$ cat config.mk
export PLATFORM = sky130hd
export DESIGN_NAME = tpc_arbiter_flat
export DESIGN_NICKNAME = d
export VERILOG_FILES = /design/src/rtl/tpc_arbiter_if.sv /design/src/rtl/tpc_arbiter.sv /design/src/flat_wrapper.sv
export SDC_FILE = /design/constraint.sdc
export NUM_CORES = 1
export LEC_CHECK = 0
export ABC_CLOCK_PERIOD_IN_PS = 5450
export BUFFER_PORTS_ARGS = -buffer_cell sky130_fd_sc_hd__buf_4
export CAP_MARGIN = 20
export CORE_AREA = 5 5 157 159
export DETAILED_ROUTE_END_ITERATION = 10
export DIE_AREA = 0 0 162 164
export PLACE_DENSITY = 0.6
export SLEW_MARGIN = 15
export SYNTH_ARGS = -nofsm -noshare
export SYNTH_HDL_FRONTEND = slang
export SYNTH_SLANG_ARGS = --single-unit
$ cat constraint.sdc
create_clock -name clock -period 5.45 [get_ports clock]
set_input_delay 0 -clock clock [delete_from_list [all_inputs] [get_ports clock]]
set_output_delay 0 -clock clock [all_outputs]
set_load 0.05 [all_outputs]
$ cat src/rtl/tpc_arbiter_if.sv
// tpc_arbiter_if
//   Bundles the PIO register-write port, the four requester streams and the
//   hififo tpc0 write port of tpc_arbiter. The signal names match the original
//   flat port names, so existing instances only need to hook up the bundle.
//   The master modport is the arbiter's view. The slave modport is the view of
//   the surrounding logic (PIO host, requesters and hififo).
//
//   pio_write_valid / pio_write_data / pio_address : PIO register write
//   req_data[64i+63:64i] / req_valid[i] / req_ready[i] : requester i
//   tpc_data / tpc_write / tpc_ready                : hififo tpc0 port
//   grant_id / busy                                 : arbiter status
interface tpc_arbiter_if;
  logic         pio_write_valid;
  logic [63:0]  pio_write_data;
  logic [12:0]  pio_address;
  logic [255:0] req_data;
  logic [3:0]   req_valid;
  logic [3:0]   req_ready;
  logic [63:0]  tpc_data;
  logic         tpc_write;
  logic         tpc_ready;
  logic [1:0]   grant_id;
  logic         busy;

  modport master (
    input  pio_write_valid, pio_write_data, pio_address,
    input  req_data, req_valid, tpc_ready,
    output req_ready, tpc_data, tpc_write, grant_id, busy
  );

  modport slave (
    output pio_write_valid, pio_write_data, pio_address,
    output req_data, req_valid, tpc_ready,
    input  req_ready, tpc_data, tpc_write, grant_id, busy
  );
endinterface

$ cat src/rtl/tpc_arbiter.sv
// tpc_arbiter
//   Round-robin burst arbiter that merges four 64-bit requester streams into
//   the single hififo tpc0 write port. A granted requester owns the port for up
//   to blen words (0 = 256). The burst ends early when the requester runs dry or
//   is disabled. Each new grant costs one dead cycle in IDLE.
//
//   clock : single clock (fifo_clock domain)
//   reset : synchronous, active-high
//   bus   : tpc_arbiter_if.master (PIO regs, requesters, tpc port, status)
//
//   PIO registers: PIO_BASE   -> enable mask en[3:0]   (reset 4'hF)
//                  PIO_BASE+1 -> burst length blen[7:0] (reset 16)
module tpc_arbiter #(
  parameter int unsigned N_REQ    = 4,
  parameter int unsigned PIO_BASE = 16
) (
  input  logic          clock,
  input  logic          reset,
  tpc_arbiter_if.master bus
);

  typedef enum logic {
    IDLE  = 1'b0,
    BURST = 1'b1
  } state_t;

  state_t      state_q, state_d;
  logic [3:0]  en_q, en_d;
  logic [7:0]  blen_q, blen_d;
  logic [8:0]  cnt_q, cnt_d;
  logic [1:0]  grant_q, grant_d;
  logic        tpc_write_q;
  logic [63:0] tpc_data_q;

  logic [8:0]  blen_eff;
  logic [3:0]  elig;
  logic        found;
  logic [1:0]  pick;
  logic [1:0]  idx;
  logic        active;
  logic        xfer;
  logic [3:0]  req_ready_c;

  // Only the low bits of the PIO data are architected.
  logic unused_pio_bits;
  assign unused_pio_bits = ^bus.pio_write_data[63:8];

  always_comb begin
    blen_eff = (blen_q == 8'd0) ? 9'd256 : {1'b0, blen_q};
    elig     = en_q & bus.req_valid;

    // Round-robin search starting one past the last grant.
    found = 1'b0;
    pick  = grant_q;
    idx   = grant_q;
    for (int unsigned k = 1; k <= N_REQ; k++) begin
      idx = grant_q + 2'(k);
      if (!found && elig[idx]) begin
        found = 1'b1;
        pick  = idx;
      end
    end

    // The granted requester may only be offered a slot while it is still
    // enabled and below the current burst length. A cleared enable or a shrunk
    // blen therefore stops transfers at once, and the FSM leaves on the next
    // edge.
    active = (state_q == BURST) && en_q[grant_q] && (cnt_q < blen_eff);

    req_ready_c = '0;
    if (active) begin
      req_ready_c[grant_q] = bus.tpc_ready;
    end
    xfer = active && bus.tpc_ready && bus.req_valid[grant_q];
  end

  always_comb begin
    state_d = state_q;
    grant_d = grant_q;
    cnt_d   = cnt_q;
    en_d    = en_q;
    blen_d  = blen_q;

    unique case (state_q)
      IDLE: begin
        if (found) begin
          grant_d = pick;
          cnt_d   = '0;
          state_d = BURST;
        end
      end
      BURST: begin
        if (!active) begin
          state_d = IDLE;
        end else if (bus.tpc_ready) begin
          if (!bus.req_valid[grant_q]) begin
            state_d = IDLE;
          end else begin
            cnt_d = cnt_q + 9'd1;
            if ((cnt_q + 9'd1) >= blen_eff) begin
              state_d = IDLE;
            end
          end
        end
      end
      default: state_d = IDLE;
    endcase

    if (bus.pio_write_valid) begin
      if (bus.pio_address == 13'(PIO_BASE)) begin
        en_d = bus.pio_write_data[3:0];
      end
      if (bus.pio_address == 13'(PIO_BASE + 1)) begin
        blen_d = bus.pio_write_data[7:0];
      end
    end
  end

  always_ff @(posedge clock) begin
    if (reset) begin
      state_q     <= IDLE;
      en_q        <= 4'hF;
      blen_q      <= 8'd16;
      cnt_q       <= '0;
      grant_q     <= 2'd3;
      tpc_write_q <= 1'b0;
      tpc_data_q  <= '0;
    end else begin
      state_q     <= state_d;
      en_q        <= en_d;
      blen_q      <= blen_d;
      cnt_q       <= cnt_d;
      grant_q     <= grant_d;
      tpc_write_q <= xfer;
      if (xfer) begin
        tpc_data_q <= bus.req_data[{grant_q, 6'd0} +: 64];
      end
    end
  end

  assign bus.req_ready = req_ready_c;
  assign bus.tpc_write = tpc_write_q;
  assign bus.tpc_data  = tpc_data_q;
  assign bus.grant_id  = grant_q;
  assign bus.busy      = (state_q == BURST);

endmodule

$ cat src/flat_wrapper.sv
// flat-port wrapper written by rule: the top's interface ports become plain ports
module tpc_arbiter_flat 
#(
  parameter int unsigned N_REQ    = 4,
  parameter int unsigned PIO_BASE = 16
)
  (clock, reset, bus_pio_write_valid, bus_pio_write_data, bus_pio_address, bus_req_data, bus_req_valid, bus_tpc_ready, bus_req_ready, bus_tpc_data, bus_tpc_write, bus_grant_id, bus_busy);
  tpc_arbiter_if bus_i ();
  input  logic clock;
  input  logic reset;
  input wire logic [$bits(bus_i.pio_write_valid)-1:0] bus_pio_write_valid;
  input wire logic [$bits(bus_i.pio_write_data)-1:0] bus_pio_write_data;
  input wire logic [$bits(bus_i.pio_address)-1:0] bus_pio_address;
  input wire logic [$bits(bus_i.req_data)-1:0] bus_req_data;
  input wire logic [$bits(bus_i.req_valid)-1:0] bus_req_valid;
  input wire logic [$bits(bus_i.tpc_ready)-1:0] bus_tpc_ready;
  output wire logic [$bits(bus_i.req_ready)-1:0] bus_req_ready;
  output wire logic [$bits(bus_i.tpc_data)-1:0] bus_tpc_data;
  output wire logic [$bits(bus_i.tpc_write)-1:0] bus_tpc_write;
  output wire logic [$bits(bus_i.grant_id)-1:0] bus_grant_id;
  output wire logic [$bits(bus_i.busy)-1:0] bus_busy;
  assign bus_i.pio_write_valid = bus_pio_write_valid;
  assign bus_i.pio_write_data = bus_pio_write_data;
  assign bus_i.pio_address = bus_pio_address;
  assign bus_i.req_data = bus_req_data;
  assign bus_i.req_valid = bus_req_valid;
  assign bus_i.tpc_ready = bus_tpc_ready;
  assign bus_req_ready = bus_i.req_ready;
  assign bus_tpc_data = bus_i.tpc_data;
  assign bus_tpc_write = bus_i.tpc_write;
  assign bus_grant_id = bus_i.grant_id;
  assign bus_busy = bus_i.busy;
  tpc_arbiter #(.N_REQ(N_REQ), .PIO_BASE(PIO_BASE)) u_core (.clock(clock), .reset(reset), .bus(bus_i));
endmodule
==> metrics.md, run 1 <==
| Metric | Value |
|---|---|
| Status | `complete, no violations` |
| Syn. warnings | `0` |
| Syn Nets | `938` |
| Cell depth of the worst flop-to-flop path | `10` |
| IO Port Bufs | `356` |
| Clk_lat worst skew | `~0.34 ns` |
| Actual slew at the worst max-slew pin | `just under 1 ns` |
| Initial antenna violation count | `1` |
| Final Hold Fails | `0` |
| DP Worst Slack | `about 2.1 ns` |
| CTS root buf | `clkbuf_16` |
| Crit. path cell count | `10` |
| Routed wire length | `21450 µm` |
| First-pass GRT wire length | `approximately 32000 µm` |
| Area grow syn2layout | `59.53%` |
| Clock sinks | `89` |
| CP Class | `register to register` |
| Detailed Routing Iterations Pass 1 | `7` |
| Worst EP required | `5.65 ns` |
| Final Instance Area | `8842 µm²` |
| Largest net degree at the start of global routing | `72` |
| Maximum VDD drop | `238.2 µV` |
| GPL Wtd Cong | `slightly below 0.8` |
| Min setup slack post-route | `2.108 ns` |
| Synthesized area per cell | `approximately 9.7 µm²` |
| R2R Setup Slk | `roughly 2.1 ns` |
| CTS H-tree depth | `3` |
| Seq cells post-synth | `89` |
| Total number of vias | `around 5700` |
| Post-synthesis sequential area ratio | `between 30% and 40%` |
| Critical path endpoint category | `register` |
| GR Util All Layers | `~15%` |
| Reg-to-Reg Start | `u_core.blen_q[4]$_SDFFE_PP1P_` |
| Leakage | `roughly 4 nW` |
| Synth async-reset ratio | `0%` |
| Cell mode on critical path | `nand2_1` |
| Crit path launch | `u_core.blen_q[4]$_SDFFE_PP1P_` |
| Count leader, synth | `nand2_1` |
| Clock buffer depth | `2` |
| Maxcap violations | `0` |
| Initial Util | `a little under a quarter` |
| Critical Path AT | `3.54 ns` |
| Max_slew headroom | `about a third` |
| Setup Fix Bufs, Post-CTS | `0` |
| Slew Viols, Final | `0` |
| Distinct cells, synth | `46` |
| Area leader, netlist | `dfxtp_1` |
| Tot Pwr | `roughly 2.7 mW` |
| Startpoint types | `register` |
| Critical path's slowest cell | `nand3_2` |
| Unrepaired setup endpoints after global routing | `false` |
| Mapped Cells | `around 570` |
| DP Area | `approximately 8400 µm²` |
| Synth Flop Type | `dfxtp_1` |
| DR iter-0 viols | `236` |
| Min Tclk post-route | `between 3 and 4 ns` |
| Post-route DRC | `0` |
| Die Span Y | `~160 µm` |
| Num ports | `between 400 and 500` |
| Fmax | `about 300 MHz` |
| Layout cells sized above 1 | `49.02%` |
| CP top delay family | `simple AND/OR/NAND/NOR gates` |
| Post-synth top cells | `155 x nand2_1, 89 x dfxtp_1, 74 x a21oi_1, 67 x mux4_2, 23 x ha_1` |
| CP endpoint | `u_core.bus.tpc_data[9]$_SDFFE_PP0P_` |
| CP Buf/Inv Count | `1` |
| Clk slew on worst S/H paths | `around 0.070 ns` |
| Die outline width | `162 µm` |
| Fill cell count | `~2400` |
| Part of the cycle the worst path needs | `just over 60%` |
| Die area | `between 20000 and 30000 µm²` |
| WL per Instance | `about 18 µm` |
| Core area | `23120 µm²` |
| CTS Buf Count | `9` |
| Yosys top cell area share | `32.14%` |
| Pwr per Cell Area | `just over 300 nW/µm²` |
| Hold Buf Count CTS | `8` |
| Synth Cell Area | `5543 µm²` |
| Post-synth EDFFs | `0` |
| Nets | `1277` |
| Worst Hold Class | `input pin to register` |
| Vias in the first global route | `5895` |
| Worst reg2reg endpoint | `u_core.bus.tpc_data[9]$_SDFFE_PP0P_` |
| Crit path cell chain | `nor4_1 > nand2_1 > ha_1 > nand2_1 > nand3_1 > nor3b_2 > nand3_2 > buf_4 > nand2_1 > a21oi_1` |
| Cts repair resizes | `0` |
| Antenna Violating Nets Remaining | `0` |
| FP Rows | `56` |
| Max stage delay on crit path | `about 0.68 ns` |
| TritonCTS clock tree | `yes` |
| Setup_tns | `0 ns` |
| Crit-path max FO | `between 40 and 50` |
| Area contributors post-synth | `dfxtp_1 32%, mux4_2 27%, nand2_1 10%` |
| Vias per cell | `between 4 and 5` |
| Grt ovf | `0` |
| Setup violations, final | `0` |
| Clock Skew | `0.007206 ns` |
| Post-DP HPWL | `approximately 17000 µm` |
## how the worst min path moves through the flow
| stage | startpoint | end | slack (ns) | cells past startpoint |
|---|---|---|---|---|
| floorplan | bus_pio_write_data[4] | u_core.blen_q[4]$_SDFFE_PP1P_ | 0.13 | 2 |
| global placement | bus_pio_write_data[4] | u_core.blen_q[4]$_SDFFE_PP1P_ | 0.22 | 3 |
| detailed placement | bus_pio_write_data[4] | u_core.blen_q[4]$_SDFFE_PP1P_ | 0.22 | 3 |
| CTS | bus_tpc_ready | u_core.bus.busy$_SDFF_PP0_ | 0.02 | 3 |
| global route | bus_tpc_ready | u_core.bus.busy$_SDFF_PP0_ | 0.03 | 3 |
| finish | bus_tpc_ready | u_core.bus.busy$_SDFF_PP0_ | 0.03 | 3 |
## tightest hold or removal path, stage by stage
cell and delay [ns]:
buf_4 0.10, a221oi_1 0.07, o21a_1 0.15
## state kept, by name, indices dropped and copies added, names as in the netlist
| register | count |
|---|---|
| u_core.blen_q | 8 |
| u_core.cnt_q | 9 |
| u_core.bus.grant_id | 2 |
| u_core.bus.tpc_data | 64 |
| u_core.bus.busy | 1 |
| u_core.bus.tpc_write | 1 |
| u_core.en_q | 4 |
## cells in the final DEF (no fill, tap or decap), types with 2 or more instances in the layout
cell	n
o21ai_0	8
a211oi_1	4
nand2_1	155
xor2_1	4
clkbuf_8	3
mux2i_1	12
nor4_1	2
xnor2_1	4
nand4_1	2
clkbuf_16	9
maj3_1	2
inv_1	20
or4_1	3
dfxtp_1	87
a31oi_1	5
nand3_1	5
and3_1	7
ha_1	23
dfxtp_4	2
nor3_1	3
a21oi_1	74
and4b_1	2
dlygate4sd3_1	8
buf_4	362
o211ai_1	6
nor2_1	15
mux4_2	67
## per-stage QoR
stage	instances	hold slack (ns)	util, %
CTS	1208	0.01835	38.23
floorplan	574	0.1251	-
global route	1209	0.03428	38.24
detailed placement	1184	0.2221	36.52
global placement	1184	0.2178	36.52
finish	1209	0.03010	38.24
## cell type report
| cell class | count | area (µm²) | area share, % |
|---|---|---|---|
| Antenna cell | 1 | 2.502 | 0.02830 |
| Clock buffer | 13 | 270.3 | 3.056 |
| Clock inverter | 3 | 46.29 | 0.5236 |
| Inverter | 20 | 75.07 | 0.8490 |
| Multi-Input combinational cell | 423 | 3498 | 39.56 |
| Sequential cell | 89 | 1789 | 20.23 |
| Tap cell | 290 | 362.8 | 4.104 |
| Timing Repair Buffer | 370 | 2798 | 31.64 |
## power breakdown
| group | leakage, nW | internal, mW | switching [mW] |
|---|---|---|---|
| clock network | 0.152 | 0.395 | 0.268 |
| logic | 3.04 | 0.640 | 0.588 |
| registers | 0.722 | 0.706 | 0.100 |
| total | 3.91 | 1.74 | 0.956 |
## cells by family (layout without fill, tap and decap cells)
logic type                 Yosys count  after routing  synth area share [%]
muxes                               79             79                 29.39
other                                0              1                     0
buffers and inverters               62            406                 4.763
AOI/OAI and AO/OA                  107            107                 11.17
and+or+nand+nor                    204            204                 15.71
DFF                                 89             89                 32.14
adders and majority gates           25             25                 5.553
xor gates and xnor gates             8              8                 1.264
## layer usage
layer	global-route usage, %	wire length, µm	share of wire, %	vias up
met5	0	0	0	-
met4	3.806	320	1.5	0
met3	4.818	1459	6.8	18
met2	26.83	11170	52	193
met1	18.27	8493	40	2727
li1	-	-	-	2771
Note: power is estimated with default switching activity, not from simulation.
==> run 2, diff against run 1 <==
- ABC_CLOCK_PERIOD_IN_PS: 5450 -> 2950
- PLACE_DENSITY: 0.6 -> 0.62
- clock period: 5.45 -> 2.95 ns (I/O delays scaled with it)
==> metrics.md, run 2 (synthesized netlist as in run 1, its figures left out) <==
| Metric | Value |
|---|---|
| Status | `complete, no violations` |
| DP Worst Slack | `0.3406 ns` |
| Die Span Y | `164 µm` |
| Slew Viols, Final | `0` |
| Vias in the first global route | `5935` |
| Core area | `between 20000 and 25000 µm²` |
| IO Port Bufs | `about 360` |
| Vias per cell | `between 4 and 5` |
| Maximum VDD drop | `228.0 µV` |
| Post-DP HPWL | `17880 µm` |
| CTS H-tree depth | `3` |
| Final Hold Fails | `0` |
| Most frequent cells in the layout | `367 x buf_4, 155 x nand2_1, 87 x dfxtp_1, 74 x a21oi_1, 67 x mux4_2` |
| CTS root buf | `clkbuf_16` |
| GR Util All Layers | `between 15 and 20%` |
| Num ports | `between 400 and 500` |
| M2 GR Usage | `a little over a quarter` |
| Min setup slack post-route | `0.3346 ns` |
| Clk_lat worst skew | `0.35 ns` |
| DR iter-0 viols | `~260` |
| Actual slew at the worst max-slew pin | `about 0.64 ns` |
| Critical Path AT | `slightly below 3 ns` |
| Largest net degree at the start of global routing | `41` |
| Fin cells | `around 1200` |
| Setup violations, final | `0` |
| Ant. Diodes | `0` |
| GRT busiest layer | `met2` |
| Unrepaired setup endpoints after global routing | `false` |
| Total number of vias | `~5700` |
| Part of the cycle the worst path needs | `88.66%` |
| FP Rows | `56` |
| Clock Skew | `~0.0076 ns` |
| Initial Util | `a little under a quarter` |
| Die outline width | `between 150 and 200 µm` |
| Leakage | `about 4 nW` |
| Grt ovf | `0` |
| WL per Instance | `around 18 µm` |
| Routed wire length | `21840 µm` |
| Pwr per Cell Area | `555.8 nW/µm²` |
| Fmax | `between 300 and 400 MHz` |
| Max_slew headroom | `57.42%` |
| Initial antenna violation count | `0` |
| Clock sinks | `between 80 and 90` |
| GPL Wtd Cong | `between 0.7 and 0.8` |
| Maxcap violations | `0` |
| Worst EP required | `about 3.2 ns` |
| Placed insts | `1192` |
| Clock buffer depth | `2` |
| Setup_tns | `0 ns` |
| GR Layer Usage met3 | `under 10%` |
| Layout cells sized above 1 | `roughly half` |
| Number of flip-flops in the largest register | `64` |
| First-pass GRT wire length | `32500 µm` |
| Met1 track demand over resource | `between 10% and 20%` |
| CTS Buf Count | `9` |
| Post-route DRC | `0` |
| Clk slew on worst S/H paths | `0.07 ns` |
| Startpoint types | `register` |
| Area grow syn2layout | `60.93%` |
| TritonCTS clock tree | `yes` |
| Critical path endpoint category | `register` |
| Die area | `26570 µm²` |
| Tot Pwr | `between 4 and 5 mW` |
| Detailed Routing Iterations Pass 1 | `4` |
| R2R Setup Slk | `approximately 0.33 ns` |
| Crit-path max FO | `7` |
| Min Tclk post-route | `about 2.6 ns` |
| Worst Hold Class | `input pin to register` |
| CP Class | `register to register` |
| Nets | `~1300` |
| Most common cell after layout, fill and taps aside | `buf_4` |
| Fill cell count | `2347` |
| Antenna Violating Nets Remaining | `0` |
==> run 2: metal layers <==
metal	share of wire (%)	vias up
met3	4.9	24
met2	52	189
met5	0	-
met1	40	2744
li1	-	2781
met4	2.3	0
==> run 2: layout make-up <==
cell class | instances | area, µm² | area share (%)
clock buffer | 11 | 264.0 | 2.960
inverter | 20 | 75.07 | 0.8416
clock inverter | 5 | 35.03 | 0.3928
tap | 290 | 362.8 | 4.068
sequential | 89 | 1789 | 20.06
multi-input combinational | 423 | 3498 | 39.22
timing repair buffer | 378 | 2895 | 32.46
==> run 2: repair_timing <==
| item | CTS | global route |
|---|---|---|
| resized for setup | 0 | 0 |
| setup endpoints to repair | 0 | 0 |
| endpoints found under the hold margin | 12 | 0 |
| setup buffers | 0 | 0 |
| hold buffers | 8 | 0 |
==> run 2: critical path: stages (launching register included) <==
cell	delay [ns]
dfxtp_1	0.34
nor4_1	0.28
nand2_1	0.15
ha_1	0.31
nand2_1	0.09
nand3_1	0.09
nor3b_2	0.39
nand3_2	0.27
or4_1	0.48
a31oi_1	0.17
==> run 2: per-stage QoR <==
stage | hold slack (ns) | instance area [µm²] | utilization, %
after floorplan | 0.1251 | 5543 | -
after global placement | 0.2177 | 8541 | 36.94
after detailed placement | 0.2251 | 8541 | 36.94
after CTS | 0.01067 | 8920 | 38.58
after global routing | 0.03765 | 8920 | 38.58
final | 0.02794 | 8920 | 38.58
==> run 2: final timing paths <==
path	from	endpoint	cells past startpoint
worst min register to register	u_core.bus.tpc_data[7]$_SDFFE_PP0P_	u_core.bus.tpc_data[7]$_SDFFE_PP0P_	2
worst max register to register	u_core.blen_q[4]$_SDFFE_PP1P_	u_core.cnt_q[4]$_SDFFE_PP0P_	9
worst min-delay path	bus_tpc_ready	u_core.bus.busy$_SDFF_PP0_	3
worst max-delay path	u_core.blen_q[4]$_SDFFE_PP1P_	u_core.cnt_q[4]$_SDFFE_PP0P_	9
==> run 2: where the power goes <==
part	total (mW)	switching [mW]	internal, mW
logic	2.37	1.16	1.21
clock network	1.17	0.517	0.650
registers	1.42	0.119	1.30
==> run 3, diff against run 2 <==
- ABC_AREA: not set -> 1
- GPL_TIMING_DRIVEN: not set -> 0
- PLACE_DENSITY: 0.62 -> 0.65
==> metrics.md, run 3 <==
| Metric | Value |
|---|---|
| Distinct cells, synth | `31` |
| Slew Viols, Final | `0` |
| R2R Setup Slk | `0.34 ns` |
| DR iter-0 viols | `480` |
| Simple-gate share of the synthesized area | `36.60%` |
| Antenna Violating Nets Remaining | `0` |
| Hold Startpoint | `bus_req_data[45]` |
| Initial antenna violation count | `0` |
| Synth Flop Type | `dfxtp_1` |
| Min Tclk post-route | `around 2.6 ns` |
| Synthesized area per cell | `~6.3 µm²` |
| Post-synthesis sequential area ratio | `28.87%` |
| Worst reg2reg endpoint | `u_core.bus.grant_id[0]$_SDFFE_PP1P_` |
| IO Port Bufs | `between 300 and 400` |
| GPL Wtd Cong | `0.8855` |
| Pwr per Cell Area | `~740 nW/µm²` |
| Num ports | `just over 400` |
| Worst Hold Depth | `5` |
| Syn Nets | `~1300` |
| Clock network power share | `~17%` |
| Total number of vias | `8460` |
| Share of synthesized area spent on multiplexers | `0%` |
| Die outline width | `162 µm` |
| Crit-path max FO | `11` |
| Clock buffer depth | `2` |
| Core area | `around 23000 µm²` |
| Layout cells sized above 1 | `30.01%` |
| First-pass GRT wire length | `between 40000 and 50000 µm` |
| Post-synthesis compound-gate area fraction | `between 20% and 30%` |
| Logic pwr share | `approximately three fifths` |
| Routed wire length | `between 30000 and 40000 µm` |
| Maximum VDD drop | `roughly 320 µV` |
| Yosys top cell area share | `28.87%` |
| Internal | `3.503 mW` |
| Post-DP HPWL | `roughly 24000 µm` |
| CP Class | `register to register` |
| Area leader, netlist | `dfxtp_1` |
| Reg-to-Reg Start | `u_core.bus.grant_id[0]$_SDFFE_PP1P_` |
| Max_slew headroom | `approximately 40%` |
| Final Hold Fails | `0` |
| Setup_tns | `0 ns` |
| Maxcap violations | `0` |
| Unrepaired setup endpoints after global routing | `false` |
| Area contributors post-synth | `dfxtp_1 29%, o21ai_0 11%, nor2_1 10%` |
| FP Rows | `56` |
| Initial Util | `between 20% and 30%` |
| Setup Fix Bufs, Post-CTS | `0` |
| Post-synth EDFFs | `0` |
| Startpoint types | `register` |
| Cell depth of the worst flop-to-flop path | `10` |
| Area grow syn2layout | `55.70%` |
| Clk slew on worst S/H paths | `approximately 0.070 ns` |
| Nets | `between 1500 and 2000` |
| Synth async-reset ratio | `0%` |
| CTS root buf | `clkbuf_16` |
| Part of the cycle the worst path needs | `about nine tenths` |
| CTS H-tree depth | `3` |
| Worst Hold Class | `input pin to register` |
| Clock Skew | `around 0.010 ns` |
| Part of the power in registers | `approximately a fifth` |
| Net Sw Frac | `between 50% and 60%` |
| Clock sinks | `between 80 and 90` |
| Die Span Y | `between 150 and 200 µm` |
| Vias in the first global route | `8420` |
| Post-synth top cells | `169 x nor2_1, 160 x nand2_1, 131 x o21ai_0, 98 x nand3_1, 89 x dfxtp_1` |
| Most common cell after layout, fill and taps aside | `buf_4` |
| Synth Area in Adders | `roughly 4.7%` |
| XOR/XNOR Fraction of Synth Area | `less than 1%` |
| Syn. warnings | `0` |
| Critical Path AT | `about 2.8 ns` |
| Clk_lat worst skew | `0.35 ns` |
| CTS Buf Count | `9` |
| Detailed Routing Iterations Pass 1 | `5` |
| Post-route DRC | `0` |
| Fmax | `382.7 MHz` |
| GR Util All Layers | `21.51%` |
| Status | `complete, no violations` |
| TritonCTS clock tree | `yes` |
| Seq cells post-synth | `between 80 and 90` |
| Hold slack | `about 0.073 ns` |
| Largest net degree at the start of global routing | `17` |
| Worst EP required | `about 3.2 ns` |
| Vias per cell | `~5.1` |
| Psw | `about 3.6 mW` |
| Most frequent cells in the layout | `366 x buf_4, 169 x nor2_1, 160 x nand2_1, 131 x o21ai_0, 98 x nand3_1` |
| Mapped Cells | `between 900 and 1000` |
| Synth Cell Area | `between 6000 and 7000 µm²` |
| Critical path endpoint category | `register` |
| WL per Instance | `around 18 µm` |
| Die area | `roughly 27000 µm²` |
| Largest family of logic cells by synthesized area | `simple AND/OR/NAND/NOR gates` |
| Leakage | `4.663 nW` |
| Final core utilization | `41.55%` |
| Grt ovf | `0` |
| Setup violations, final | `0` |
| Count leader, synth | `nor2_1` |
| Number of flip-flops in the largest register | `64` |
| Actual slew at the worst max-slew pin | `0.8899 ns` |
| Hold EP | `u_core.bus.tpc_data[45]$_SDFFE_PP0P_` |
| Tot Pwr | `just over 7 mW` |
==> run 3: cell families after synthesis <==
group,after synthesis
DFF,89
and+or+nand+nor,510
buffers and inverters,123
AOI/OAI and AO/OA,226
adders and majority gates,23
xor gates and xnor gates,5
==> run 3: repair_timing <==
action / 4_1_cts / 5_1_grt
setup endpoints to repair: 0 / 1
gates resized for setup: 0 / 0
hold buffers: 10 / 0
hold endpoints to repair: 12 / 0
==> run 3: through the flow <==
stage	instance area [µm²]	setup slack, ns	std cells
global route	9603	0.08116	1646
global placement	9206	0.3310	1622
CTS	9607	0.2860	1647
finish	9608	0.3367	1648
floorplan	6171	0.6659	976
detailed placement	9206	0.3001	1622
==> run 3: area by class of cell <==
type	instances	area, µm²
diodes	2	5.005
plain buffers	84	411.6
clock buffers	9	225.2
clock inverters	6	75.07
fillers	2445	13510
inverters	38	142.6
multi-input cells	764	3831
flip-flops and latches	89	1782
well taps	290	362.8
repair buffers	366	2773
==> run 3: worst max-delay path by stage <==
stage,cells past startpoint,slack (ns),start,endpoint
2_1_floorplan,10,0.67,u_core.bus.grant_id[0]$_SDFFE_PP1P_,u_core.bus.grant_id[0]$_SDFFE_PP1P_
3_3_place_gp,11,0.33,u_core.bus.grant_id[1]$_SDFFE_PP1P_,u_core.bus.grant_id[0]$_SDFFE_PP1P_
3_5_place_dp,11,0.30,u_core.bus.grant_id[1]$_SDFFE_PP1P_,u_core.bus.grant_id[0]$_SDFFE_PP1P_
4_1_cts,11,0.29,u_core.bus.grant_id[1]$_SDFFE_PP1P_,u_core.bus.grant_id[0]$_SDFFE_PP1P_
5_1_grt,10,0.08,u_core.bus.grant_id[0]$_SDFFE_PP1P_,u_core.bus.grant_id[0]$_SDFFE_PP1P_
6_report,10,0.34,u_core.bus.grant_id[0]$_SDFFE_PP1P_,u_core.bus.grant_id[0]$_SDFFE_PP1P_
==> run 3: worst max-delay path: stages, from the launching register on <==
cell	delay, ns
dfxtp_1	0.40
inv_2	0.18
buf_2	0.39
buf_1	0.50
ha_1	0.38
nand2_1	0.10
o21ai_0	0.08
nand2_1	0.10
nand3_1	0.10
a21oi_1	0.13
o21ai_0	0.10
==> run 3: power groups by stage <==
stage	Sequential (mW)	Clock (mW)	Combinational, mW
after global placement	1.52	0	4.33
after global routing	1.52	1.29	4.83
after floorplan	1.89	0	2.44
after detailed placement	1.52	0	4.35
after CTS	1.50	1.24	4.39
final	1.50	1.21	4.38
==> run 3: per-layer routing <==
layer | vias up | GRT usage, % | part of all wire [%]
li1 | 4154 | - | -
met3 | 54 | 3.764 | 6.5
met2 | 365 | 37.90 | 49
met1 | 3887 | 26.00 | 41
met5 | - | 0 | 0
met4 | 0 | 8.727 | 3.6
